### src/rtl/inst_queue.sv
// Instruction queue between fetch and predecode: a circular buffer of fetch responses
// that tracks outstanding requests and discards responses belonging to a flushed path.
module inst_queue #(
  parameter int DEPTH = 8,
  parameter int CW    = $clog2(DEPTH) + 1
) (
  input  logic          clk,
  input  logic          resetn,
  input  logic          refresh,
  input  logic          ec_bp_fail,
  input  logic          stall,
  output logic          if_req_ready,
  input  logic          if_req_fire,
  input  logic          if_valid,
  input  logic [31:0]   if_pc,
  input  logic [31:0]   if_inst,
  input  logic          if_addr_error,
  output logic          pd_empty,
  output logic [31:0]   pd_pc,
  output logic [31:0]   pd_pc_8,
  output logic [31:0]   pd_inst,
  output logic          pd_addr_error,
  output logic [CW-1:0] q_count
);

  localparam int PW = $clog2(DEPTH);

  logic [PW-1:0] rd_ptr_q, rd_ptr_d;
  logic [PW-1:0] wr_ptr_q, wr_ptr_d;
  logic [CW-1:0] count_q, count_d;
  logic [CW-1:0] inflight_q, inflight_d;
  logic [CW-1:0] drop_q, drop_d;

  // Entry layout: {addr_error, inst, pc}
  logic [64:0] mem [DEPTH];
  logic [64:0] head;

  logic        flush;
  logic        resp_ok;
  logic        fire_ok;
  logic        push;
  logic        pop;
  logic [CW:0] occupancy;

  always_comb begin
    flush     = refresh | ec_bp_fail;
    // A response with nothing outstanding is a protocol violation and is ignored.
    resp_ok   = if_valid && (inflight_q != '0);
    push      = resp_ok && (drop_q == '0) && !flush;
    pop       = (count_q != '0) && !stall && !flush;
    // Entries that will actually land in the queue: queued plus live in-flight.
    occupancy = {1'b0, count_q} + {1'b0, inflight_q} - {1'b0, drop_q};
    if_req_ready = !flush && (occupancy < (CW+1)'(DEPTH)) && (inflight_q < CW'(DEPTH));
    fire_ok   = if_req_fire && if_req_ready;
  end

  always_comb begin
    count_d    = count_q;
    inflight_d = inflight_q;
    drop_d     = drop_q;
    rd_ptr_d   = rd_ptr_q;
    wr_ptr_d   = wr_ptr_q;
    if (flush) begin
      // Every request still outstanding now belongs to the dead path.
      count_d    = '0;
      rd_ptr_d   = '0;
      wr_ptr_d   = '0;
      inflight_d = inflight_q - (resp_ok ? CW'(1) : CW'(0));
      drop_d     = inflight_q - (resp_ok ? CW'(1) : CW'(0));
    end else begin
      if (push && !pop)
        count_d = count_q + CW'(1);
      else if (pop && !push)
        count_d = count_q - CW'(1);
      if (fire_ok && !resp_ok)
        inflight_d = inflight_q + CW'(1);
      else if (resp_ok && !fire_ok)
        inflight_d = inflight_q - CW'(1);
      if (resp_ok && (drop_q != '0))
        drop_d = drop_q - CW'(1);
      if (push)
        wr_ptr_d = wr_ptr_q + PW'(1);
      if (pop)
        rd_ptr_d = rd_ptr_q + PW'(1);
    end
  end

  always_ff @(posedge clk or negedge resetn) begin
    if (!resetn) begin
      count_q    <= '0;
      inflight_q <= '0;
      drop_q     <= '0;
      rd_ptr_q   <= '0;
      wr_ptr_q   <= '0;
    end else begin
      count_q    <= count_d;
      inflight_q <= inflight_d;
      drop_q     <= drop_d;
      rd_ptr_q   <= rd_ptr_d;
      wr_ptr_q   <= wr_ptr_d;
    end
  end

  always_ff @(posedge clk) begin
    if (push)
      mem[wr_ptr_q] <= {if_addr_error, if_inst, if_pc};
  end

  always_comb begin
    pd_empty      = (count_q == '0);
    head          = pd_empty ? 65'd0 : mem[rd_ptr_q];
    pd_pc         = head[31:0];
    pd_inst       = head[63:32];
    pd_addr_error = head[64];
    pd_pc_8       = pd_pc + 32'd8;
    q_count       = count_q;
  end

endmodule

### config.mk
export PLATFORM = sky130hd
export DESIGN_NAME = inst_queue
export DESIGN_NICKNAME = d
export VERILOG_FILES = /design/src/rtl/inst_queue.sv
export SDC_FILE = /design/constraint.sdc
export NUM_CORES = 1
export LEC_CHECK = 0
export ABC_AREA = 1
export BUFFER_PORTS_ARGS = -buffer_cell sky130_fd_sc_hd__buf_2
export CAP_MARGIN = 20
export CORE_MARGIN = 1
export CORE_UTILIZATION = 45
export DETAILED_ROUTE_END_ITERATION = 10
export SLEW_MARGIN = 20
export SYNTH_ARGS = -nofsm -noshare
export SYNTH_HDL_FRONTEND = slang
export SYNTH_SLANG_ARGS = --single-unit
### constraint.sdc
create_clock -name clk -period 7.5 [get_ports clk]
set_input_delay 0.75 -clock clk [delete_from_list [all_inputs] [get_ports clk]]
set_output_delay 0.75 -clock clk [all_outputs]
set_load 0.02 [all_outputs]
* After elaboration in Yosys (flattened, before gate mapping)
Memory sizes are Yosys's and may differ from the RTL's.
Cells that the tools add are included.
** Storage, ports and cells
- Output and inout port bits :: 103
- Memory bits (writable) :: 520
- Input bits :: 72
- Register bits after elaboration :: 18
- Memories :: 1
** Memories
- mem :: depth 8, width 65, rd ports 1, clocked after Yosys merged registers in 0, wr ports 1, line 35 : logic [64:0] mem [DEPTH];
** Cells by class
- Reductions and logical operators :: 29
- Mux-type cells :: 16
- Bitwise operators :: 1
- $lt $le $gt $ge :: 2
- $add $sub $neg :: 11
** Operator list (count)
- $mux W65 :: 1
- $add A32 B4 Y32 const B :: 1
- $mux W4 :: 8
- $logic_and A1 B1 Y1 :: 13
- $mux W3 :: 4
- $reduce_bool A4 Y1 :: 3
- $sub A4 B1 Y4 const B :: 3
- $add A4 B1 Y4 const B :: 2
- $logic_not A4 Y1 :: 2
- $add A3 B1 Y3 const B :: 2
- $logic_not A1 Y1 :: 6
- $reduce_bool A2 Y1 :: 3
- $reduce_bool A3 Y1 :: 2
- $add A4 B4 Y5 :: 1
- $lt A5 B4 Y1 const B :: 1
- $sub A5 B4 Y5 :: 1
- $lt A4 B4 Y1 const B :: 1
- $sub A4 B1 Y4 :: 1
- $mux W1 :: 3
- $or A1 B1 Y1 :: 1

* Depth between registers and ports, before layout
- Depth after elaboration :: 11
- Gate-level depth with buffers :: 20

* Worst setup path before layout
OpenSTA, ideal clock, no wires.
- Path type :: input to register
- From :: input ec_bp_fail
- To :: memory mem[2][0] (enable)
- Arrival :: 5.972 ns
- Stages on the path :: 6
- Library setup time :: 0.568 ns
- Path slack :: 0.960 ns
- Path through :: nor2_1 -> inv_1 -> clkbuf_1 -> nor2_1 -> nand2_1 -> nor3_1
** Between the ends
- Word-level cells in the longest chain between the ends :: 5
** RTL lines
- from (decl) :: line 10 : input logic ec_bp_fail,
- $or A1 B1 Y1 :: line 46 : flush = refresh | ec_bp_fail;
- $logic_not A1 Y1 :: line 49 : push = resp_ok && (drop_q == '0) && !flush;
- $logic_and A1 B1 Y1 :: line 49
- $mux W1 :: line 105 : if (push)
- $mux W1 (not written as such) :: line 106 : mem[wr_ptr_q] <= {if_addr_error, if_inst, if_pc};
- to (decl) :: line 35
Every way passes these cells.

* Worst setup path in the final report
- From :: register rd_ptr_q[0]
- To :: output pd_pc_8[19]
** Between the ends
- Word-level cells in the longest chain between the ends :: 3
** RTL lines
- from (decl) :: line 28 : logic [PW-1:0] rd_ptr_q, rd_ptr_d;
- from (signal assigned) :: line 99 : rd_ptr_q <= rd_ptr_d;
- $mem_v2 Z8 W65
- $mux W65 :: line 111 : head = pd_empty ? 65'd0 : mem[rd_ptr_q];
- $add A32 B4 Y32 :: line 115 : pd_pc_8 = pd_pc + 32'd8;
- to (decl) :: line 20 : output logic [31:0] pd_pc_8,
Every way passes these cells.

==> summary.md <==
| Metric | Value |
|---|---|
| Warnings from Yosys | `0` |
| Design area | `about 26,000 sq um` |
| Distinct cells, synth | `35` |
| CP startpoint kind | `flop` |
| GR Overflow Total | `0` |
| Post-Synthesis Cells | `2,081` |
| Mapped Avg Cell Area | `approximately 11 sq um` |
| Number of synthesized flops with an enable pin | `between 500 and 600` |
| Fin util | `around 52%` |
| DIE HEIGHT | `about 230 microns` |
| PwrDens | `between 200 and 300 nW/um^2` |
| Primary FF master, synth | `edfxtp_1` |
| Post-synth design cell area | `between 20,000 and 25,000 sq um` |
| Commonest non-fill, non-tap cell in the layout | `edfxtp_1` |
| Worst slew pin tran | `around 1.1 ns` |
| DRC violations left | `0` |
| Routed vias | `between 15,000 and 20,000` |
| Iteration-0 DRC count of the detailed router | `between 1,000 and 1,500` |
| Initial Utilization | `around 46%` |
| Yosys reg bits | `538` |
| Postcts setup bufs | `0` |
| Dominant cell type by area after synthesis | `edfxtp_1` |
| Htree depth | `2` |
| Post-Route WL | `55,810 microns` |
| Area delta synth->final | `13.78%` |
| Initial antenna violation count | `15` |
| Post-cts resize count | `0` |
| Max Clock Skew | `approximately 0.044 ns` |
| Sink Count | `538` |
| Slew headroom | `approximately 28%` |
| Mapped Nets | `between 2,000 and 2,500` |
| Core Area | `between 50,000 and 60,000 sq um` |
| Post-synthesis sequential area ratio | `between 60% and 70%` |
| Tmin final | `about 5.5 ns` |
| TNS Setup | `0 ns` |
| Num rows | `82` |
| Run status | `finished clean` |
| CTS clk-pin slew, worst paths | `roughly 0.07 ns` |
| Detail Placement HPWL | `30,440 microns` |
| Final ANT Viol Nets | `0` |
| Final Hold Viols | `0` |
| Final GP Congestion | `~0.90` |
| Hold_buf cts | `0` |
| Crit Path Max Fanout | `about 100` |
| Setup Crit Path Kind | `flop to output port` |
| Peak VDD IR | `about 0.00023 V` |
| Drt via density | `roughly 5.3` |
| CTS tree | `done` |
| Synth top area share | `roughly 67%` |
| # Max-Cap Violations | `0` |
| PortBufs | `between 150 and 200` |
| Pleak | `about 0.01 uW` |
| RSZ-0062 raised after global routing | `no` |
| 1st-pass router iterations | `5` |
| Crit path DAT | `around 4.8 ns` |
| Most frequent cells in the layout | `520 x edfxtp_1, 439 x nor2_1, 317 x nand2_1` |
| Fmax achieved | `~180 MHz` |
| Share of layout cells above drive strength 1 | `14.73%` |
| CTS max path bufs | `3` |
| CP Capture Type | `output port` |
| Vias in the first global route | `14,864` |
| Hold Path Class | `input port to asynchronous set/reset pin` |
| Crit share post-route | `about three quarters` |
| DIE WIDTH | `between 200 and 250 microns` |
| WL per Instance | `between 15 and 20 microns` |
| Post-synth ARST share | `roughly 3.3%` |
| Root buf cell | `clkbuf_16` |
| Setup violations, final | `0` |
| First-pass GRT wire length | `~86,000 microns` |
| Worst EP required | `between 6 and 7 ns` |
| Ranking of synthesized cells by area | `edfxtp_1 67%, nor2_1 7.1%, o21ai_0 6.1%` |
| Area after DPL | `about 25,000 sq um` |
| Pins Over Slew Limit | `0` |
| Total CTS buffers | `between 50 and 60` |
| Worst-skew pair later-pin latency | `between 0.6 and 0.7 ns` |
| Largest net degree at the start of global routing | `roughly 110` |
| Final #Nets | `approximately 2,300` |
| DIE AREA | `52,510 sq um` |
| WHS | `0.06877 ns` |
| GR Util All Layers | `21.18%` |
| I/O pin total | `approximately 180` |
[synthesized netlist by cell type (2+ instances only)]
master / n
ha_1: 15
dfrtp_1: 18
nor3_1: 8
nand4_1: 10
nand3_1: 92
and2_1: 2
inv_1: 83
nor2_1: 439
a31oi_1: 38
fa_1: 5
buf_2: 42
nand2_2: 11
o22ai_1: 40
xnor2_1: 4
o21ai_1: 19
o21ai_0: 284
buf_6: 8
nand3_2: 4
buf_1: 9
edfxtp_1: 520
inv_2: 4
buf_4: 12
a21oi_1: 7
xor2_1: 17
o211ai_1: 2
nor2_2: 16
or2_2: 3
nand2_1: 317
clkbuf_1: 46
[worst max-delay path: stages (launching register included)]
cell and delay, ns:
dfrtp_4 0.86, inv_6 0.70, buf_4 0.65, o21ai_0 0.17, o22ai_1 0.17, nor2_1 0.09
nor2_4 0.22, ha_1 0.22, inv_1 0.09, nor2_2 0.17, nand2_2 0.12, nor2_2 0.25
nand2_1 0.10, xor2_1 0.12, buf_2 0.17
[area by class of cell]
class                           instances  area [sq um]
Inverter                               87         336.6
Tap cell                              672         840.8
Clock buffer                           68          1455
Timing Repair Buffer                  201          1074
Antenna cell                            7         17.52
Multi-Input combinational cell       1339          6281
Fill cell                            4393         24160
Sequential cell                       538         16070
Clock inverter                         34         341.6
[kinds of logic after synthesis]
logic type	count (synthesis)	synth area share (%)
flip-flops	538	69.18
AO/OA/AOI/OAI	393	8.950
adder cells (fa/ha/maj)	20	1.239
buffers and inverters	204	3.977
XOR/XNOR	21	0.7920
AND/OR/NAND/NOR	905	15.86
[report_power, final]
group | switching [uW] | internal [uW]
combinational | 893 | 404
sequential | 47.0 | 3330
clock | 1150 | 1560
[metrics by stage]
step	worst slack [ns]	cells	total power, uW
final	1.962	2946	7383
after global routing	1.494	2944	7698
after CTS	1.904	2939	7446
after detailed placement	2.565	2837	4747
after global placement	2.623	2837	4718
after floorplan	0.9599	2081	4341
[routing by layer]
metal	track usage (%)	share of wire, %
met2	34.75	47
met1	28.52	44
met4	6.167	2.3
met5	0	0.16
met3	4.258	5.9
[path summary, 6_finish.rpt]
kind | startpoint | end | slack, ns | cells after the start
setup / recovery | rd_ptr_q[0] | pd_pc_8[19] | 1.96 | 14
hold / removal | resetn | q_count[0] | 0.07 | 1
setup reg to reg | q_count[2] | inflight_q[3] | 4.07 | 18
hold reg to reg | drop_q[3] | drop_q[3] | 0.55 | 2
max in group asynchronous | resetn | rd_ptr_q[0] | 7.08 | 1
min in group clk | if_inst[9] | mem[4][41] | 0.39 | 1
[registers in the layout, summed over array words and instances, names as in the netlist]
| register | count |
|---|---|
| drop_q | 4 |
| inflight_q | 4 |
| mem | 520 |
| q_count | 4 |
| rd_ptr_q | 3 |
| wr_ptr_q | 3 |
(Power assumes the default switching activity.)
